[src/rtl/vram_arbiter_if.sv]
// Bus bundle for the video RAM arbiter: video fetch port, CPU port and RAM port.
interface vram_arbiter_if #(
  parameter int ADDR_WIDTH = 15,
  parameter int DATA_WIDTH = 8
);
  logic                  vid_req;
  logic [ADDR_WIDTH-1:0] vid_addr;
  logic                  vid_gnt;
  logic                  vid_valid;
  logic [DATA_WIDTH-1:0] vid_data;
  logic                  cpu_req;
  logic                  cpu_we;
  logic [ADDR_WIDTH-1:0] cpu_addr;
  logic [DATA_WIDTH-1:0] cpu_wdata;
  logic                  cpu_ack;
  logic [DATA_WIDTH-1:0] cpu_rdata;
  logic [ADDR_WIDTH-1:0] ram_addr;
  logic                  ram_we;
  logic [DATA_WIDTH-1:0] ram_wdata;
  logic [DATA_WIDTH-1:0] ram_rdata;

  modport slave (
    input  vid_req, vid_addr, cpu_req, cpu_we, cpu_addr, cpu_wdata, ram_rdata,
    output vid_gnt, vid_valid, vid_data, cpu_ack, cpu_rdata, ram_addr, ram_we, ram_wdata
  );

  modport master (
    output vid_req, vid_addr, cpu_req, cpu_we, cpu_addr, cpu_wdata, ram_rdata,
    input  vid_gnt, vid_valid, vid_data, cpu_ack, cpu_rdata, ram_addr, ram_we, ram_wdata
  );
endinterface

[src/rtl/vram_arbiter.sv]
// Time-shares one synchronous video RAM port between a priority video fetcher
// and a CPU req/ack port, with a starvation bound on CPU wait and a 2-stage
// ownership tag pipeline matching the RAM's 2-edge read latency.
module vram_arbiter #(
  parameter int ADDR_WIDTH   = 15,
  parameter int DATA_WIDTH   = 8,
  parameter int STARVE_LIMIT = 4,
  parameter int CNT_WIDTH    = 3
) (
  input  logic           clk,
  input  logic           reset,
  vram_arbiter_if.slave  bus
);

  localparam logic [CNT_WIDTH-1:0] LIMIT = CNT_WIDTH'(STARVE_LIMIT);

  logic                  cpu_busy;
  logic [CNT_WIDTH-1:0]  starve_cnt;
  logic [ADDR_WIDTH-1:0] last_addr;
  logic                  tag_vid_p0, tag_cpu_p0;
  logic                  tag_vid_p1, tag_cpu_p1;
  logic                  cpu_pend, force_cpu;
  logic                  vid_grant, cpu_grant;

  // A CPU request is only pending once the previous CPU access has returned.
  assign cpu_pend  = bus.cpu_req & ~cpu_busy;
  assign force_cpu = cpu_pend & (starve_cnt == LIMIT);

  // Grant decision: forced CPU beats video, video beats a normal CPU request.
  always_comb begin
    vid_grant = 1'b0;
    cpu_grant = 1'b0;
    if (!reset) begin
      if (force_cpu)        cpu_grant = 1'b1;
      else if (bus.vid_req) vid_grant = 1'b1;
      else if (cpu_pend)    cpu_grant = 1'b1;
    end
  end

  // RAM port mux; idle cycles keep the last granted address on the bus.
  always_comb begin
    bus.ram_addr  = last_addr;
    bus.ram_we    = 1'b0;
    bus.ram_wdata = '0;
    if (reset) begin
      bus.ram_addr = '0;
    end else if (vid_grant) begin
      bus.ram_addr = bus.vid_addr;
    end else if (cpu_grant) begin
      bus.ram_addr  = bus.cpu_addr;
      bus.ram_we    = bus.cpu_we;
      bus.ram_wdata = bus.cpu_wdata;
    end
  end

  assign bus.vid_gnt = vid_grant;

  // Return routing: the tag that left stage p1 owns the byte now on ram_rdata.
  always_comb begin
    bus.vid_valid = tag_vid_p1 & ~reset;
    bus.cpu_ack   = tag_cpu_p1 & ~reset;
    bus.vid_data  = bus.vid_valid ? bus.ram_rdata : '0;
    bus.cpu_rdata = bus.cpu_ack   ? bus.ram_rdata : '0;
  end

  // Tag pipeline, CPU busy window, starvation counter and held address.
  always_ff @(posedge clk) begin
    if (reset) begin
      tag_vid_p0 <= 1'b0;
      tag_cpu_p0 <= 1'b0;
      tag_vid_p1 <= 1'b0;
      tag_cpu_p1 <= 1'b0;
      cpu_busy   <= 1'b0;
      starve_cnt <= '0;
      last_addr  <= '0;
    end else begin
      // stage p0: ownership of the access issued this cycle
      tag_vid_p0 <= vid_grant;
      tag_cpu_p0 <= cpu_grant;
      // stage p1: ownership of the byte returned next cycle
      tag_vid_p1 <= tag_vid_p0;
      tag_cpu_p1 <= tag_cpu_p0;

      if (cpu_grant)       cpu_busy <= 1'b1;
      else if (tag_cpu_p1) cpu_busy <= 1'b0;

      if (cpu_grant || !cpu_pend)             starve_cnt <= '0;
      else if (vid_grant && starve_cnt != LIMIT) starve_cnt <= starve_cnt + 1'b1;

      if (vid_grant)      last_addr <= bus.vid_addr;
      else if (cpu_grant) last_addr <= bus.cpu_addr;
    end
  end

endmodule

[src/flat_wrapper.sv]
// flat-port wrapper written by rule: the top's interface ports become plain ports
module vram_arbiter_flat 
#(
  parameter int ADDR_WIDTH   = 15,
  parameter int DATA_WIDTH   = 8,
  parameter int STARVE_LIMIT = 4,
  parameter int CNT_WIDTH    = 3
)
  (clk, reset, bus_vid_req, bus_vid_addr, bus_cpu_req, bus_cpu_we, bus_cpu_addr, bus_cpu_wdata, bus_ram_rdata, bus_vid_gnt, bus_vid_valid, bus_vid_data, bus_cpu_ack, bus_cpu_rdata, bus_ram_addr, bus_ram_we, bus_ram_wdata);
  vram_arbiter_if #(.ADDR_WIDTH(ADDR_WIDTH), .DATA_WIDTH(DATA_WIDTH)) bus_i ();
  input  logic clk;
  input  logic reset;
  input wire logic [$bits(bus_i.vid_req)-1:0] bus_vid_req;
  input wire logic [$bits(bus_i.vid_addr)-1:0] bus_vid_addr;
  input wire logic [$bits(bus_i.cpu_req)-1:0] bus_cpu_req;
  input wire logic [$bits(bus_i.cpu_we)-1:0] bus_cpu_we;
  input wire logic [$bits(bus_i.cpu_addr)-1:0] bus_cpu_addr;
  input wire logic [$bits(bus_i.cpu_wdata)-1:0] bus_cpu_wdata;
  input wire logic [$bits(bus_i.ram_rdata)-1:0] bus_ram_rdata;
  output wire logic [$bits(bus_i.vid_gnt)-1:0] bus_vid_gnt;
  output wire logic [$bits(bus_i.vid_valid)-1:0] bus_vid_valid;
  output wire logic [$bits(bus_i.vid_data)-1:0] bus_vid_data;
  output wire logic [$bits(bus_i.cpu_ack)-1:0] bus_cpu_ack;
  output wire logic [$bits(bus_i.cpu_rdata)-1:0] bus_cpu_rdata;
  output wire logic [$bits(bus_i.ram_addr)-1:0] bus_ram_addr;
  output wire logic [$bits(bus_i.ram_we)-1:0] bus_ram_we;
  output wire logic [$bits(bus_i.ram_wdata)-1:0] bus_ram_wdata;
  assign bus_i.vid_req = bus_vid_req;
  assign bus_i.vid_addr = bus_vid_addr;
  assign bus_i.cpu_req = bus_cpu_req;
  assign bus_i.cpu_we = bus_cpu_we;
  assign bus_i.cpu_addr = bus_cpu_addr;
  assign bus_i.cpu_wdata = bus_cpu_wdata;
  assign bus_i.ram_rdata = bus_ram_rdata;
  assign bus_vid_gnt = bus_i.vid_gnt;
  assign bus_vid_valid = bus_i.vid_valid;
  assign bus_vid_data = bus_i.vid_data;
  assign bus_cpu_ack = bus_i.cpu_ack;
  assign bus_cpu_rdata = bus_i.cpu_rdata;
  assign bus_ram_addr = bus_i.ram_addr;
  assign bus_ram_we = bus_i.ram_we;
  assign bus_ram_wdata = bus_i.ram_wdata;
  vram_arbiter #(.ADDR_WIDTH(ADDR_WIDTH), .DATA_WIDTH(DATA_WIDTH), .STARVE_LIMIT(STARVE_LIMIT), .CNT_WIDTH(CNT_WIDTH)) u_core (.clk(clk), .reset(reset), .bus(bus_i));
endmodule
[config.mk]
export PLATFORM = sky130hd
export DESIGN_NAME = vram_arbiter_flat
export DESIGN_NICKNAME = d
export VERILOG_FILES = /design/src/rtl/vram_arbiter_if.sv /design/src/rtl/vram_arbiter.sv /design/src/flat_wrapper.sv
export SDC_FILE = /design/constraint.sdc
export NUM_CORES = 1
export LEC_CHECK = 0
export CORE_MARGIN = 1.5
export CORE_UTILIZATION = 31
export CTS_BUF_LIST = sky130_fd_sc_hd__clkbuf_16
export DETAILED_ROUTE_END_ITERATION = 10
export GPL_TIMING_DRIVEN = 0
export PLACE_DENSITY = 0.73
export SLEW_MARGIN = 20
export SYNTH_ARGS = -nofsm -noshare
export SYNTH_HDL_FRONTEND = slang
export SYNTH_SLANG_ARGS = --single-unit
[constraint.sdc]
create_clock -name clk -period 1.7 [get_ports clk]
set_input_delay 0.34 -clock clk [delete_from_list [all_inputs] [get_ports clk]]
set_output_delay 0.34 -clock clk [all_outputs]
set_load 0.01 [all_outputs]
==> flow_summary.json <==
{
  "status": "finished with violations",
  "violations": "negative setup slack",
  "num_antenna_cells": 0,
  "dp.final_hpwl_um": 3110,
  "path_max_fanout": 10,
  "fin_ws_ns": -0.509,
  "final_antenna_net_count": 0,
  "power_density_mw_per_mm2": 562,
  "timing.fmax_mhz": 453,
  "clkTransAtPathRegs_ns": 0.06,
  "rrSetupSlack_ns": 0.02,
  "ys_seq_elements": 23,
  "area_growth_syn_to_layout_pct": 118,
  "dieWidth_um": 67.9,
  "r2r_start": "u_core.starve_cnt[0]",
  "yosysUniqueCellTypes": 28,
  "crit_slowest_cell": "a311oi_4",
  "critPathRequiredTime_ns": 1.36,
  "final_util": 0.704,
  "crit_chain": "inv_2, ha_4, a21bo_4, clkbuf_4, nand3_1, a311oi_4, buf_2",
  "drive_gt1_frac": 0.431,
  "swShare": 0.263,
  "ioPinCount": 94,
  "grt_first_pass_wirelength_um": 7820,
  "post-route-min-period_ns": 2.21,
  "clkLatencyLatePin_ns": 0.26,
  "seqPwrFrac": 0.367,
  "yosys_warnings": 0,
  "via_per_inst": 5.05,
  "pwr-share-comb": 0.315,
  "dp_cells": 292,
  "dr_total_vias": 1647,
  "die-area_mm2": 0.00460,
  "drv_cap": 0,
  "core_area_mm2": 0.00403,
  "p_sw_mw": 0.420,
  "grt_max_degree": 13,
  "instances_no_fill": 326,
  "relSlewSlack": 0.260,
  "crit_buf_inv": 3,
  "final_cell_mix": "clkdlybuf4s50_1 (47), buf_4 (26), buf_2 (20), dfxtp_1 (20), dlygate4sd2_1 (17)",
  "io_buffers": 92,
  "synth_seq_area_share": 0.353,
  "cp.arrival_ns": 1.87,
  "crit_family": "compound AO/OA/AOI/OAI gates",
  "cts.sinks": 23,
  "fin_area_mm2": 0.00284,
  "slowest_delay_ns": 0.34,
  "slew_violations": 0,
  "final_nets": 330,
  "synth_nets": 203,
  "rsz0062_at_grt": "yes",
  "initial_utilization": 0.324,
  "hold_ws_ns": 0.457,
  "drt_wl_total_um": 5080,
  "grt_use_total": 0.226,
  "n_fill_cell": 328,
  "die_h_um": 67.9,
  "h-tree-depth": 1,
  "startpoint": "u_core.starve_cnt[0]",
  "power_frac_clock": 0.317,
  "reg2reg_to": "u_core.last_addr[14]",
  "ir_drop_v": 0.000482,
  "drtPass1Iterations": 4,
  "worstMarginPinSlew_ns": 1.11,
  "r2r_cells": 9,
  "clockBufferDepth": 2,
  "skew_ns": 0.00437,
  "cp.depth": 7,
  "endpoint": "bus_ram_addr[5]",
  "syn_avg_cell_area_um2": 8.69,
  "placed_area_mm2": 0.00240,
  "row_count": 23,
  "critPathKind": "register to primary output",
  "setup_violations": 25,
  "first_iter_violations": 91,
  "grt_pass1_vias": 1586,
  "power_mw": 1.60,
  "cts_root_buf": "clkbuf_16",
  "drc_errors": 0,
  "antenna_found_initial": 0,
  "cts_tree": "built",
  "hold_viol": 0,
  "synth_area_mm2": 0.00130,
  "hp-class": "register to register",
  "cts_inserted_buffers": 3,
  "p_int_mw": 1.18,
  "wl_per_cell_um": 15.6,
  "syn-instance-count": 150,
  "post-route-period-util": 1.30,
  "startpoint_type": "register",
  "p_leak_nw": 1.23,
  "place_congestion": 0.741,
  "endpoint_kind": "primary output",
  "grt_overflow": 0,
  "final_common_cell": "clkdlybuf4s50_1"
}
## Yosys cell counts
cell | count | share of area
a311oi_1 | 7 | 0.047
dfxtp_1 | 23 | 0.35
or3b_1 | 1 | 0.0067
buf_1 | 1 | 0.0029
and2_1 | 16 | 0.077
clkbuf_1 | 7 | 0.020
o21ai_0 | 7 | 0.027
and3_1 | 10 | 0.048
nand3_1 | 15 | 0.058
nand2b_4 | 1 | 0.011
buf_4 | 1 | 0.0058
inv_1 | 3 | 0.0086
clkbuf_2 | 1 | 0.0038
buf_2 | 3 | 0.012
nor3b_4 | 1 | 0.014
o21ai_1 | 8 | 0.031
buf_6 | 3 | 0.026
ha_1 | 2 | 0.019
a21o_1 | 1 | 0.0058
nor2_1 | 6 | 0.017
a21bo_2 | 1 | 0.0077
nor3_1 | 15 | 0.058
a311oi_2 | 8 | 0.092
xnor2_1 | 1 | 0.0067
a21boi_2 | 1 | 0.0086
and4b_1 | 1 | 0.0077
nor2b_1 | 5 | 0.024
nand2_1 | 1 | 0.0029
## worst register-to-register path: cells and delay by family (launching register included)
kind	cells	cell delay (ns)
adder cells (fa/ha/maj)	1	0.17
AND/OR/NAND/NOR	2	0.39
flip-flops	1	0.34
buffers and inverters	5	0.62
AO/OA/AOI/OAI	1	0.06
## power groups by stage
stage	combinational (mW)	clock [mW]	sequential, mW
2_1_floorplan	0.190	0	0.592
3_3_place_gp	0.409	0	0.594
3_5_place_dp	0.412	0	0.595
4_1_cts	0.470	0.504	0.585
5_1_grt	0.536	0.544	0.588
6_report	0.503	0.506	0.586
## cell type report
cell class	count	area (µm²)	area share
buffer	14	133	0.0467
clock buffer	3	75.1	0.0265
clock inverter	1	3.75	0.00132
inverter	3	11.3	0.00397
multi-input combinational	109	1010	0.355
sequential	23	467	0.164
tap	50	62.6	0.0220
timing repair buffer	123	1080	0.380
## worst min-delay path by stage
stage,startpoint,end,cells after the start
final,u_core.tag_cpu_p0,u_core.tag_cpu_p1,1
after floorplan,u_core.starve_cnt[0],u_core.starve_cnt[0],1
after global placement,u_core.starve_cnt[0],u_core.starve_cnt[0],1
after global routing,u_core.tag_cpu_p0,u_core.tag_cpu_p1,1
after CTS,u_core.tag_cpu_p0,u_core.tag_cpu_p1,1
after detailed placement,u_core.starve_cnt[0],u_core.starve_cnt[0],1
## logic make-up after synthesis
| kind of cell | Yosys count | synth area share |
|---|---|---|
| simple gates | 72 | 0.323 |
| compound gates | 33 | 0.219 |
| flops | 23 | 0.353 |
| buf+inv | 19 | 0.0787 |
| fa+ha+maj | 2 | 0.0192 |
| xor+xnor | 1 | 0.00672 |
## per-stage QoR
stage / setup TNS (ns) / worst slack, ns
final: -8.68 / -0.509
after detailed placement: -37.95 / -1.38
after global placement: -37.86 / -1.34
after global routing: -10.20 / -0.571
after CTS: -8.85 / -0.522
after floorplan: -2.33 / -0.187
## metal layers
layer / vias up / global-route usage / part of all wire
met3: 8 / 0.0329 / 0.080
li1: 801 / - / -
met4: 0 / 0.0350 / 0.010
met5: - / 0 / 0
met1: 755 / 0.282 / 0.42
met2: 83 / 0.417 / 0.49
## flip-flops by register name, summed over array words and instances, names as in the netlist
signal and cells:
u_core.starve_cnt 3, u_core.tag_vid_p1 1, u_core.cpu_busy 1, u_core.tag_cpu_p1 1, u_core.tag_cpu_p0 1, u_core.tag_vid_p0 1, u_core.last_addr 15
## repair_timing
action,CTS,global route
pin swaps,21,8
resized for setup,169,27
buffers inserted,24,5
gates cloned,5,0
setup endpoints to repair,54,37
hold buffers,0,0
(Power assumes the default switching activity.)
